**src/rtl/prime_collector.sv**
```systemverilog
// ---------------------------------------------------------------------------
// prime_collector
//
// Collects primes reported by an upstream prime checker into a
// first-word-fall-through FIFO and keeps running statistics on the stream
// of primes: primes lost to overflow, twin-prime pairs, and (optionally)
// the largest gap between consecutive primes.
//
// Optional feature macro: PRIME_GAP_EN
//   defined   -> max_gap tracks the largest difference between consecutive
//                increasing primes
//   undefined -> max_gap is tied to 0 and no gap logic exists
//
// Parameters
//   WIDTH  bit width of checked numbers and of all counters
//   DEPTH  FIFO entries (power of two, >= 2)
//
// Ports
//   clk        single clock, rising edge
//   rst        synchronous, active-high reset
//   in_num     number just checked upstream
//   in_prime   upstream prime flag for in_num
//   in_valid   in_num/in_prime carry a new result this cycle
//   out_data   FIFO head prime
//   out_valid  out_data valid (FIFO not empty)
//   out_ready  consumer accepts out_data
//   full       FIFO holds DEPTH entries
//   empty      FIFO holds 0 entries
//   count      current FIFO occupancy
//   drop_cnt   primes lost to overflow, saturating
//   twin_cnt   twin-prime pairs seen, saturating
//   max_gap    largest difference between consecutive primes
// ---------------------------------------------------------------------------
module prime_collector #(
    parameter int WIDTH = 11,
    parameter int DEPTH = 16
) (
    input  logic                     clk,
    input  logic                     rst,
    input  logic [WIDTH-1:0]         in_num,
    input  logic                     in_prime,
    input  logic                     in_valid,
    output logic [WIDTH-1:0]         out_data,
    output logic                     out_valid,
    input  logic                     out_ready,
    output logic                     full,
    output logic                     empty,
    output logic [$clog2(DEPTH):0]   count,
    output logic [WIDTH-1:0]         drop_cnt,
    output logic [WIDTH-1:0]         twin_cnt,
    output logic [WIDTH-1:0]         max_gap
);

    localparam int AW = $clog2(DEPTH);

    typedef enum logic {
        NOSEQ = 1'b0,  // no previous prime held
        TRACK = 1'b1   // last_prime_q holds the previous prime
    } track_state_e;

    // FIFO storage and bookkeeping
    logic [WIDTH-1:0] mem_q [DEPTH];
    logic [AW-1:0]    wr_ptr_q, wr_ptr_d;
    logic [AW-1:0]    rd_ptr_q, rd_ptr_d;
    logic [AW:0]      count_q, count_d;
    logic [WIDTH-1:0] drop_cnt_q, drop_cnt_d;

    // Tracker state
    track_state_e     state_q, state_d;
    logic [WIDTH-1:0] last_prime_q, last_prime_d;
    logic [WIDTH-1:0] twin_cnt_q, twin_cnt_d;
    logic [WIDTH-1:0] diff;

    logic prime_ev;
    logic push;
    logic pop;

    assign empty     = (count_q == '0);
    assign full      = (count_q == (AW+1)'(DEPTH));
    assign out_valid = ~empty;
    assign count     = count_q;
    assign drop_cnt  = drop_cnt_q;
    assign twin_cnt  = twin_cnt_q;
    assign out_data  = mem_q[rd_ptr_q];

    assign prime_ev = in_valid & in_prime;
    assign pop      = out_valid & out_ready;
    // A full FIFO still accepts a prime when the head leaves in the same cycle.
    assign push     = prime_ev & (~full | pop);
    assign diff     = in_num - last_prime_q;

    // NOTE: every variable gets a default at the top of a combinational block
    // so no path leaves it unassigned, which would otherwise infer a latch.
    always_comb begin
        wr_ptr_d   = wr_ptr_q;
        rd_ptr_d   = rd_ptr_q;
        count_d    = count_q;
        drop_cnt_d = drop_cnt_q;

        // Pointers are AW bits wide, so the increment wraps modulo DEPTH.
        if (push) wr_ptr_d = wr_ptr_q + AW'(1);
        if (pop)  rd_ptr_d = rd_ptr_q + AW'(1);

        unique case ({push, pop})
            2'b10:   count_d = count_q + (AW+1)'(1);
            2'b01:   count_d = count_q - (AW+1)'(1);
            default: count_d = count_q;
        endcase

        if (prime_ev && full && !pop && drop_cnt_q != '1) begin
            drop_cnt_d = drop_cnt_q + WIDTH'(1);
        end
    end

    // Tracker sees every prime event, whether or not the FIFO accepted it.
    always_comb begin
        state_d      = state_q;
        last_prime_d = last_prime_q;
        twin_cnt_d   = twin_cnt_q;

        if (prime_ev) begin
            last_prime_d = in_num;
            state_d      = TRACK;
            // A non-increasing number means upstream restarted: re-seed only.
            if (state_q == TRACK && in_num > last_prime_q) begin
                if (diff == WIDTH'(2) && twin_cnt_q != '1) begin
                    twin_cnt_d = twin_cnt_q + WIDTH'(1);
                end
            end
        end
    end

    // NOTE: sequential state uses non-blocking assignments so every register
    // samples the pre-edge values regardless of statement order.
    always_ff @(posedge clk) begin
        if (rst) begin
            wr_ptr_q     <= '0;
            rd_ptr_q     <= '0;
            count_q      <= '0;
            drop_cnt_q   <= '0;
            state_q      <= NOSEQ;
            last_prime_q <= '0;
            twin_cnt_q   <= '0;
        end else begin
            wr_ptr_q     <= wr_ptr_d;
            rd_ptr_q     <= rd_ptr_d;
            count_q      <= count_d;
            drop_cnt_q   <= drop_cnt_d;
            state_q      <= state_d;
            last_prime_q <= last_prime_d;
            twin_cnt_q   <= twin_cnt_d;
        end
    end

    // NOTE: the storage array has no reset; an entry is only read after it
    // was written, and omitting the reset lets it map onto plain RAM.
    always_ff @(posedge clk) begin
        if (push) mem_q[wr_ptr_q] <= in_num;
    end

`ifdef PRIME_GAP_EN
    logic [WIDTH-1:0] max_gap_q, max_gap_d;

    always_comb begin
        max_gap_d = max_gap_q;
        if (prime_ev && state_q == TRACK && in_num > last_prime_q && diff > max_gap_q) begin
            max_gap_d = diff;
        end
    end

    always_ff @(posedge clk) begin
        if (rst) max_gap_q <= '0;
        else     max_gap_q <= max_gap_d;
    end

    assign max_gap = max_gap_q;
`else
    assign max_gap = '0;
`endif

endmodule

```
**config.mk**
```make
export PLATFORM = sky130hd
export DESIGN_NAME = prime_collector
export DESIGN_NICKNAME = d
export VERILOG_FILES = /design/src/rtl/prime_collector.sv
export SDC_FILE = /design/constraint.sdc
export NUM_CORES = 1
export LEC_CHECK = 0
export BUFFER_PORTS_ARGS = -buffer_cell sky130_fd_sc_hd__buf_2
export CAP_MARGIN = 0
export CELL_PAD_IN_SITES_DETAIL_PLACEMENT = 1
export CELL_PAD_IN_SITES_GLOBAL_PLACEMENT = 1
export CORE_ASPECT_RATIO = 1.75
export CORE_MARGIN = 5
export CORE_UTILIZATION = 25
export CTS_CLUSTER_DIAMETER = 50
export DETAILED_ROUTE_END_ITERATION = 12
export MAX_ROUTING_LAYER = met4
export PLACE_DENSITY_LB_ADDON = 0.1
export SYNTH_ARGS = -nofsm -noshare
export SYNTH_HDL_FRONTEND = slang
export SYNTH_SLANG_ARGS = --single-unit
```
**constraint.sdc**
```tcl
create_clock -name clk -period 4.1 [get_ports clk]
set_input_delay 0.205 -clock clk [delete_from_list [all_inputs] [get_ports clk]]
set_output_delay 0.205 -clock clk [all_outputs]
set_load 0.05 [all_outputs]
```
== After elaboration in Yosys (flattened, before gate mapping) ==
Memories as Yosys holds them, arrays and structs flattened. A register that Yosys moved wholly into a read port is not among the register bits.
Cells that the tools add are included.
Cells by class
  add/sub/neg operators: 7
  order comparisons: 1
  equal/unequal tests: 6
  muxes and demuxes: 5
  bitwise gates (word level): 6
  reduce and logical (&&, ||, !) cells: 9
Operators by type and width (number)
  11-bit by 1-bit adder with 11-bit output, second input constant: 2
  11-bit inequality test, second input constant: 2
  11-bit by 2-bit equality test with 1-bit output, second input constant: 1
  11-bit greater-than comparator: 1
  11-bit subtractor: 1
  5-bit one-hot mux with 2 select lines: 1
  4-bit by 1-bit adder with 4-bit output, second input constant: 2
  4-bit 2-to-1 mux: 2
  5-bit by 1-bit adder with 5-bit output, second input constant: 1
  5-bit equality test, second input constant: 1
  1-bit logical AND: 5
  5-bit zero test: 1
  5-bit by 1-bit subtractor with 5-bit output, second input constant: 1
  1-bit bitwise AND: 3
  3-bit AND reduction: 1
  2-bit by 1-bit equality test with 1-bit output, second input constant: 1
  2-bit equality test, second input constant: 1
  1-bit 2-to-1 mux: 2
  1-bit inverter: 2
  2-bit nonzero test: 1
  1-bit zero test: 1
  1-bit bitwise OR: 1
Word-level totals
  register bits: 47
  bits in writable memories: 176
  input bits: 16
  output and inout port bits: 52
  word-level logic and storage cells: 42
  memories: 1
Memory list
  mem_q: depth 16, width 11, read ports 1, clocked after memory_dff 1, write ports 1, line 62  | logic [WIDTH-1:0] mem_q [DEPTH];

== Longest topological paths before layout ==
  depth in word-level cells: 7
  depth in mapped cells: 12
  depth with buffers taken out: 12

== Worst setup path after synthesis ==
Ideal clock, no wire load.
  kind: register to register
  from: reg count_q[1] (netlist: count[1])
  to: reg count_q[4] (netlist: count[4])
  library setup time: 0.074 ns
  data arrival time: 2.774 ns
  required time: 4.026 ns
  setup slack: 1.252 ns
  cell stages (with the launch flop): 12
  buffers on the path: 0
  clock period less this slack: 2.848 ns
  cell sequence: dfxtp_1 -> or4_4 -> o21ai_0 -> nor2_1 -> ha_1 -> nor2b_1 -> o21ai_0 -> nand2b_1 -> nand2_1 -> nor2_1 -> a211o_1 -> a31oi_1
On the way
  word-level cells in the longest chain between the ends: 7
  elaborated cells on any way between the ends: 13
  classes of those cells: 2 x add/sub; 3 x eq/ne; 1 x mux; 5 x bitwise; 2 x reduce/logical
RTL lines
  start: declaration: line 65  | logic [AW:0] count_q, count_d;
  start signal: assignment: line 147  | count_q <= count_d;
  5-bit zero test: line 78  | assign empty = (count_q == '0);
  1-bit inverter: line 80  | assign out_valid = ~empty;
  1-bit bitwise AND: line 87  | assign pop = out_valid & out_ready;
  1-bit bitwise OR: line 89  | assign push = prime_ev & (~full | pop);
  1-bit bitwise AND: line 89
  2-bit by 1-bit equality test with 1-bit output / 2-bit equality test (equally long branches): line 104  | unique case ({push, pop})
  5-bit one-hot mux with 2 select lines / 2-bit nonzero test (equally long branches)
Several ways; a longest one is shown, not always the timed one.
A chain may end at the register's enable or synchronous reset.

== Final worst setup path ==
  from: in in_num[0]
  to: reg twin_cnt_q[6] (netlist: twin_cnt[6])
On the way
  word-level cells in the longest chain between the ends: 4
  elaborated cells on any way between the ends: 6
  classes of those cells: 1 x add/sub; 1 x order compare; 1 x eq/ne; 3 x reduce/logical
RTL lines
  start: declaration: line 40  | input logic [WIDTH-1:0] in_num,
  11-bit subtractor: line 90  | assign diff = in_num - last_prime_q;
  11-bit by 2-bit equality test with 1-bit output: line 126  | if (diff == WIDTH'(2) && twin_cnt_q != '1) begin
  1-bit logical AND: line 126
  3-bit AND reduction (no source line) *
  end signal: assignment: line 151  | twin_cnt_q <= twin_cnt_d;
  end: declaration: line 71  | logic [WIDTH-1:0] twin_cnt_q, twin_cnt_d;
Mark *: on every way between the ends. The rest lies on a longest branch, timed or not.

==> results.txt <==
Commonest non-fill, non-tap cell in the layout -> edfxtp_1
Drt first pass iters -> 4
Number of global-route vias before repair -> 6,508
Worst R2R Start -> last_prime_q[0]$_SDFFE_PP0P_
Placement Setup Slack -> 0.562 ns
Clock slew at reported path FFs -> 0.06 ns
Finished Layout Cells -> 1,231
H-tree levels -> 1
Most frequent cells in the layout -> edfxtp_1, buf_2, mux4_2
Yosys reg bits -> 227
Maximum clock rate -> 281 MHz
PortBufs -> 56
Distinct cell type count after synthesis -> 55
Hold Startpoint -> in_num[8]
RSZ-0062 raised after global routing -> false
Post-route setup slack -> 0.541 ns
YS warnings -> 0
Final ANT Viol Nets -> 0
Min-delay worst type -> in2reg
Die height -> 271 um
Die ar. -> 43,200 um2
Critical path class -> in2reg
CTS Buffer Depth -> 3
CP arrival -> 3.98 ns
CTS tree -> built
Synth top area cells -> edfxtp_1, mux4_2, dfxtp_1
First-pass GRT wire length -> 41,500 um
Vias -> 5,771
TritonCTS Buffers -> 26
Remaining Overflow, GRT -> 0
Worst IR Drop VDD -> 0.000659 V
Share of cells above drive strength 1 -> 0.269
Core ar. -> 38,500 um2
Setup crit end kind -> flop
Worst setup path start -> in_num[0]
Synthesized area -> 9750 um2
Crit-path max FO -> 13
Clock Skew -> 0.00899 ns
Cell Count Post-Placement -> 1,182
Initial core utilization -> 0.253
Antenna Cells -> 0
Status -> finished clean
Vias per cell -> 4.69
DRC Markers -> 0
Top_reg_cell synth -> edfxtp_1
Final worst-path cycle share -> 0.868
Sequential area share after synthesis -> 0.647
Actual slew at the worst max-slew pin -> 1.06 ns
Leading area contributor after synthesis -> edfxtp_1
Largest net degree at the start of global routing -> 32
Min Clock Period, post-route -> 3.56 ns
Setup violations, final -> 0
RePlAce Congestion -> 0.736
Final nets -> 765
Initial antenna violation count -> 1
Slew headroom -> 0.294
Dpl hpwl -> 18,200 um
Slew Limit Fails -> 0
Tot Pwr -> 6.37 mW
Starting DRC count in detailed routing -> 243
CTS Sinks -> 227
Ports -> 68
Power per cell area -> 551 nW/um2
Num rows -> 95
WL final -> 27,200 um
Setup TNS -> 0 ns
Final Hold Viols -> 0
Syn Area/Cell -> 15.1 um2
Worst path required time -> 4.52 ns
CP Launch Type -> input pin
Post-synth ARST share -> 0
Clock root buffer -> clkbuf_16
EDFF count, synth -> 176
Lkg Pwr -> 3.88 nW
# Max-Cap Violations -> 0
Syn-to-layout area delta -> 18.7%
Post-Synthesis Cells -> 646
Clk_lat worst skew -> 0.53 ns
Top cell type's share of synthesized area -> 0.542
Die Wd -> 159 um
Routed len/inst -> 22.1 um
GRT Overall Usage -> 0.130
## layout make-up
| class | count | area, um2 |
|---|---|---|
| sequential | 227 | 6310 |
| fill | 4127 | 26900 |
| clock buffer | 41 | 768 |
| multi-input combinational | 363 | 3230 |
| clock inverter | 7 | 62.6 |
| inverter | 25 | 93.8 |
| tap | 485 | 607 |
| timing repair buffer | 83 | 498 |
## through the flow
step / area [um2] / utilization / hold slack (ns)
after floorplan: 9780 / - / 0.304
after global placement: 10700 / 0.279 / 0.445
after detailed placement: 10700 / 0.279 / 0.450
after CTS: 11600 / 0.300 / 0.0479
after global routing: 11600 / 0.300 / 0.0648
final: 11600 / 0.300 / 0.0771
## registers in the layout, indices dropped and copies added (netlist names), named ones only
name	cells
mem_q	176
drop_cnt	11
last_prime_q	11
twin_cnt	11
count	5
rd_ptr_q	4
wr_ptr_q	4
state_q	1
## synthesized netlist by cell type, types with 2 or more instances
master       n
or4_4        2
and4_1       2
mux2_2       6
o211ai_1     3
a31oi_1      3
nor2b_1      9
nand4_1      7
o2111ai_1    3
buf_2        7
o21ai_0      9
or3b_2       2
or3_1        4
edfxtp_1   176
or4_1        2
a211oi_1     6
nor2_1      53
xnor2_1      8
a211o_1      2
fa_1         2
o31ai_1      2
clkbuf_1    15
nor3_1      14
nand3_1     15
xor2_1      10
ha_1        21
nand2_1     43
mux4_2      55
mux2i_1      4
buf_4       11
nand2b_1     7
a21o_1       4
a21oi_1     31
buf_1        7
dfxtp_1     51
and3_1       4
inv_1       25
o211a_1      2
and2_1       2
## critical path, cell delays in order
cell	delay, ns
dlygate4sd3_1	0.53
buf_2	0.17
inv_1	0.07
ha_1	0.16
inv_1	0.05
fa_1	0.45
a211oi_1	0.33
o21ai_0	0.19
a311o_1	0.39
xnor2_1	0.23
o211ai_1	0.44
nor3_1	0.38
mux2_2	0.36
## where the power goes
part / switching, mW / leakage (nW) / internal, mW / total, mW
clock network: 0.947 / 0.400 / 1.30 / 2.25
registers: 0.106 / 2.00 / 2.53 / 2.64
logic: 0.915 / 1.48 / 0.571 / 1.49
## per-layer routing
metal	GRT usage	up-vias	routed length (um)	part of all wire
li1	-	2613	-	-
met1	0.135	3012	10200	0.37
met2	0.252	108	15600	0.57
met3	0.0172	38	830	0.030
met4	0.0357	0	650	0.024
met5	-	-	0	0
## path summary, 6_finish.rpt
path / to / slack (ns) / cells after the start
min: last_prime_q[8]$_SDFFE_PP0P_ / 0.08 / 3
max reg2reg: twin_cnt[6]$_SDFFE_PP0P_ / 0.67 / 10
min reg2reg: last_prime_q[1]$_SDFFE_PP0P_ / 0.45 / 2
max: twin_cnt[6]$_SDFFE_PP0P_ / 0.54 / 13
## kinds of logic after synthesis
family,Yosys count,share of synthesized area
xor gates and xnor gates,18,0.0162
adders and majority gates,23,0.0311
and+or+nand+nor,172,0.0863
muxes,65,0.138
buffers and inverters,66,0.0313
DFF,227,0.647
other,1,0.000385
AOI/OAI and AO/OA,74,0.0497
## repair_timing
action	CTS	global route
hold endpoints to repair	2	0
resized for setup	0	0
endpoints found under the setup margin	0	0
hold buffers	1	0
setup buffers	0	0
Power figures use the tool's default switching activity.
